### src/rtl/dmem_arbiter.sv
// Round-robin arbiter giving two masters alternating single-cycle access to a
// single-port data RAM, with registered read return per port.
module dmem_arbiter #(
   parameter int ADDR_WIDTH = 8,
   parameter int DATA_WIDTH = 32
) (
   input  logic                  clock,
   input  logic                  clear,
   input  logic                  m0_req,
   input  logic                  m0_we,
   input  logic [ADDR_WIDTH-1:0] m0_addr,
   input  logic [DATA_WIDTH-1:0] m0_wdata,
   output logic                  m0_gnt,
   output logic                  m0_rvalid,
   output logic [DATA_WIDTH-1:0] m0_rdata,
   input  logic                  m1_req,
   input  logic                  m1_we,
   input  logic [ADDR_WIDTH-1:0] m1_addr,
   input  logic [DATA_WIDTH-1:0] m1_wdata,
   output logic                  m1_gnt,
   output logic                  m1_rvalid,
   output logic [DATA_WIDTH-1:0] m1_rdata,
   output logic [ADDR_WIDTH-1:0] mem_addr,
   output logic [DATA_WIDTH-1:0] mem_wdata,
   output logic                  mem_wren,
   input  logic [DATA_WIDTH-1:0] mem_rdata
);

   typedef enum logic [0:0] {
      IDLE   = 1'b0,
      ACCESS = 1'b1
   } state_t;

   state_t                  state_r;
   state_t                  state_nxt_s;
   logic                    owner_r;
   logic                    owner_nxt_s;
   logic                    last_owner_r;
   logic [ADDR_WIDTH-1:0]   hold_addr_r;
   logic [DATA_WIDTH-1:0]   hold_wdata_r;
   logic                    own_we_s;
   logic [ADDR_WIDTH-1:0]   own_addr_s;
   logic [DATA_WIDTH-1:0]   own_wdata_s;

   // The owner's inputs are used live so the access reflects whatever it presents now.
   assign own_we_s    = owner_r ? m1_we    : m0_we;
   assign own_addr_s  = owner_r ? m1_addr  : m0_addr;
   assign own_wdata_s = owner_r ? m1_wdata : m0_wdata;

   // State register: FSM state, arbitration history and grant pulses.
   always_ff @(posedge clock or posedge clear) begin
      if (clear) begin
         state_r      <= IDLE;
         owner_r      <= 1'b0;
         last_owner_r <= 1'b1;
         m0_gnt       <= 1'b0;
         m1_gnt       <= 1'b0;
      end else begin
         state_r <= state_nxt_s;
         owner_r <= owner_nxt_s;
         m0_gnt  <= (state_nxt_s == ACCESS) && (owner_nxt_s == 1'b0);
         m1_gnt  <= (state_nxt_s == ACCESS) && (owner_nxt_s == 1'b1);
         if (state_r == ACCESS) begin
            last_owner_r <= owner_r;
         end
      end
   end

   // Next-state: pick a winner from IDLE, ACCESS always lasts one cycle.
   always_comb begin
      state_nxt_s = state_r;
      owner_nxt_s = owner_r;
      case (state_r)
         IDLE: begin
            if (m0_req && m1_req) begin
               state_nxt_s = ACCESS;
               owner_nxt_s = ~last_owner_r;
            end else if (m0_req) begin
               state_nxt_s = ACCESS;
               owner_nxt_s = 1'b0;
            end else if (m1_req) begin
               state_nxt_s = ACCESS;
               owner_nxt_s = 1'b1;
            end else begin
               state_nxt_s = IDLE;
            end
         end
         ACCESS: begin
            state_nxt_s = IDLE;
         end
         default: begin
            state_nxt_s = IDLE;
            owner_nxt_s = 1'b0;
         end
      endcase
   end

   // Memory drive: owner's request during ACCESS, otherwise hold; clear kills a pending write.
   always_comb begin
      mem_addr  = hold_addr_r;
      mem_wdata = hold_wdata_r;
      mem_wren  = 1'b0;
      if (state_r == ACCESS) begin
         mem_addr  = own_addr_s;
         mem_wdata = own_wdata_s;
         mem_wren  = own_we_s & ~clear;
      end else begin
         mem_addr  = hold_addr_r;
         mem_wdata = hold_wdata_r;
         mem_wren  = 1'b0;
      end
   end

   // Datapath registers: read return, rvalid pulses and held memory drive.
   always_ff @(posedge clock or posedge clear) begin
      if (clear) begin
         m0_rdata     <= {DATA_WIDTH{1'b0}};
         m1_rdata     <= {DATA_WIDTH{1'b0}};
         m0_rvalid    <= 1'b0;
         m1_rvalid    <= 1'b0;
         hold_addr_r  <= {ADDR_WIDTH{1'b0}};
         hold_wdata_r <= {DATA_WIDTH{1'b0}};
      end else begin
         m0_rvalid <= 1'b0;
         m1_rvalid <= 1'b0;
         if (state_r == ACCESS) begin
            hold_addr_r  <= own_addr_s;
            hold_wdata_r <= own_wdata_s;
            if (!own_we_s) begin
               if (owner_r == 1'b0) begin
                  m0_rdata  <= mem_rdata;
                  m0_rvalid <= 1'b1;
               end else begin
                  m1_rdata  <= mem_rdata;
                  m1_rvalid <= 1'b1;
               end
            end
         end
      end
   end

endmodule
### config.mk
export PLATFORM = sky130hd
export DESIGN_NAME = dmem_arbiter
export DESIGN_NICKNAME = d
export VERILOG_FILES = /design/src/rtl/dmem_arbiter.sv
export SDC_FILE = /design/constraint.sdc
export NUM_CORES = 1
export LEC_CHECK = 0
export CAP_MARGIN = 15
export CORE_MARGIN = 3
export CORE_UTILIZATION = 55
export DETAILED_ROUTE_END_ITERATION = 7
export DONT_BUFFER_PORTS = 1
export PLACE_DENSITY = 0.67
export SYNTH_ARGS = -nofsm -noshare
export SYNTH_HDL_FRONTEND = slang
export SYNTH_SLANG_ARGS = --single-unit
export TNS_END_PERCENT = 1
### constraint.sdc
create_clock -name clock -period 5.07 [get_ports clock]
set_input_delay 1.521 -clock clock [delete_from_list [all_inputs] [get_ports clock]]
set_output_delay 1.521 -clock clock [all_outputs]
set_load 0.005 [all_outputs]
==> metrics.md <==
| Metric | Value |
|---|---|
| Seq cells post-synth | 111 |
| Pwr dens | slightly above 500 mW/mm² |
| Die height | ~96 µm |
| Critical path's largest stage delay | 990 ps |
| Sequential-to-total area share from yosys stat | between 60% and 70% |
| CTS Sinks | ~110 |
| Vias in the first global route | 2506 |
| Setup violators final | 0 |
| Switching power | 0.741 mW |
| Final WL | 9000 µm |
| Unrepaired setup endpoints after global routing | false |
| CTS H-tree lvls | 3 |
| Cts bufs inserted | 9 |
| Worst hold slack | 520 ps |
| Crit Path Class | register to output pin |
| Cells along the critical path | buf_4 -> nor2_1 -> a21oi_1 |
| Switching share of power | 30.2% |
| # DRC | 0 |
| Post-CTS Setup Bufs | 0 |
| Initial core utilization | a little under three fifths |
| Flop pwr share | 57.9% |
| Number of cells produced by synthesis | 333 |
| Slew @ Worst Pin | around 940 ps |
| Port Buffer Count | 0 |
| WP buf/inv | 1 |
| Post-CTS Hold Buffers | 0 |
| Detail Placement HPWL | 6590 µm |
| Hold Crit Class | register to register |
| CTS resizes | 0 |
| Wire per inst | 20.7 µm |
| IO Pins | 227 |
| Largest net degree at the start of global routing | 61 |
| Initial antenna violation count | 0 |
| Area grow syn2layout | 5.79% |
| Worst path slowest cell | dfrtp_2 |
| Placer Congestion | 0.725 |
| DR vias | roughly 2500 |
| P_int | 1.72 mW |
| Crit path capture type | output pin |
| Critical path launch point type | register |
| Family with the most delay on the worst path | flip-flops |
| Synth top area cells | dfrtp_1 (62%), mux2_2 (16%), mux2i_1 (9.2%) |
| Detailed Routing Iterations Pass 1 | 4 |
| Cell Area, Placed | 0.00452 mm² |
| Tcrit/Tclk final | 71.4% |
| Leakage | approximately 2.1 nW |
| Top-area cell type share of the netlist area | 61.5% |
| Max-slew headroom | 37.6% |
| Commonest non-fill, non-tap cell in the layout | dfrtp_1 |
| DR iter-0 viols | 76 |
| CTS root buf | clkbuf_8 |
| Min Clock Period, post-route | 3620 ps |
| Syn Area/Cell | roughly 13 µm² |
| Cell Area, Synth | 0.00448 mm² |
| Area leader, netlist | dfrtp_1 |
| Combinational share of power | between 10% and 20% |
| CP Max Fanout | 57 |
| Max_cap viols | 0 |
| Standard-cell rows | 32 |
| Layout cells sized above 1 | 27.1% |
| Synth unique cells | 20 |
| Total GRT Usage | 18.7% |
| Die W | 96.2 µm |
| Maximum clock path buffer count | 2 |
| Worst Path Arrival | 2100 ps |
| Outcome | complete, no violations |
| Vias per cell | 5.68 |
| Die area | 0.00926 mm² |
| CTS clock-pin slew for the worst setup and hold paths | roughly 100 ps |
| Commonest cells after routing, fill and taps aside | dfrtp_1 (108), mux2_2 (64), nor2_1 (42) |
| Diode count | 0 |
| Peak supply drop | 0.211 mV |
| Design area | 0.00473 mm² |
| Worst Skew | between 15 and 20 ps |
| Total negative slack | 0 ps |
| Fmax | 0.276 GHz |
| Final hold violation count | 0 |
| Slew Limit Fails | 0 |
| Data required, critical path | 3550 ps |
| Post-DRT Antenna Nets | 0 |
| Layout Nets | around 450 |
| Clock network power share | ~23% |
| Net Count, Synth | 451 |
| Synth warn | 0 |
| Clock Latency Late Sink | 360 ps |
| Fin util | 60.6% |
| Total core area | between 0.007 and 0.008 mm² |
| Overflow after GRT | 0 |
| CTS tree | yes |
| First-pass GRT wire length | around 13000 µm |
## cell type report
type	count	area, µm²
timing repair buffer	4	30.0
clock inverter	5	62.6
sequential	111	2780
inverter	4	17.5
fill	652	3070
tap	102	128
clock buffer	11	151
multi-input combinational	197	1560
## logic make-up after synthesis
family | share of synthesized area (%)
flops | 62.1
buf+inv | 2.96
compound gates | 4.92
mux | 25.3
simple gates | 4.75
## metal layers
metal | vias to the layer above | part of all wire (%) | track usage [%]
met5 | - | 0 | 0
met4 | 0 | 0.66 | 6.04
met3 | 5 | 11 | 6.25
met2 | 137 | 50 | 30.0
met1 | 1193 | 37 | 23.8
li1 | 1129 | - | -
## state kept, by name (all words and copies together) (netlist names)
signal        flops
hold_wdata_r     32
m0_rdata         32
m1_rvalid         1
m1_gnt            1
state_r           1
owner_r           1
last_owner_r      1
m0_rvalid         1
m1_rdata         32
m0_gnt            1
hold_addr_r       8
## worst paths after layout
path	from	end	slack, ps	cells past startpoint
setup / recovery	state_r	mem_wdata[19]	1450	3
max in group asynchronous	clear	m0_rdata[16]	2770	2
min in group asynchronous	clear	m1_rdata[31]	1110	1
hold reg to reg	last_owner_r	last_owner_r	520	2
setup reg to reg	state_r	m1_rdata[21]	2520	2
hold / removal	last_owner_r	last_owner_r	520	2
## tightest hold or removal path, stage by stage, from the launching register on
cell and delay (ps):
dfstp_2 380, inv_1 70, o21ai_0 70
## power by group through the flow
stage	Sequential (mW)	Clock, mW	Combinational [mW]
after global routing	1.47	0.615	0.540
after global placement	1.44	0	0.478
after detailed placement	1.45	0	0.494
after floorplan	1.35	0	0.452
after CTS	1.43	0.570	0.494
final	1.42	0.552	0.483
## synthesized netlist by cell type, drive strengths merged
library cell / instances
a21oi: 41
a32o: 1
and3: 1
buf: 15
clkbuf: 6
dfrtp: 110
dfstp: 1
inv: 4
mux2: 64
mux2i: 41
nand2: 2
nand2b: 1
nand3b: 1
nor2: 42
nor3: 1
nor3b: 1
o21ai: 1
## metrics by stage
stage               cells  power [mW]  worst slack (ps)
global route          434        2.62              1230
finish                434        2.46              1450
global placement      418        1.92              1650
floorplan             333        1.80               620
detailed placement    418        1.94              1650
CTS                   434        2.50              1410
No activity file was read; power rests on OpenSTA's default activity.
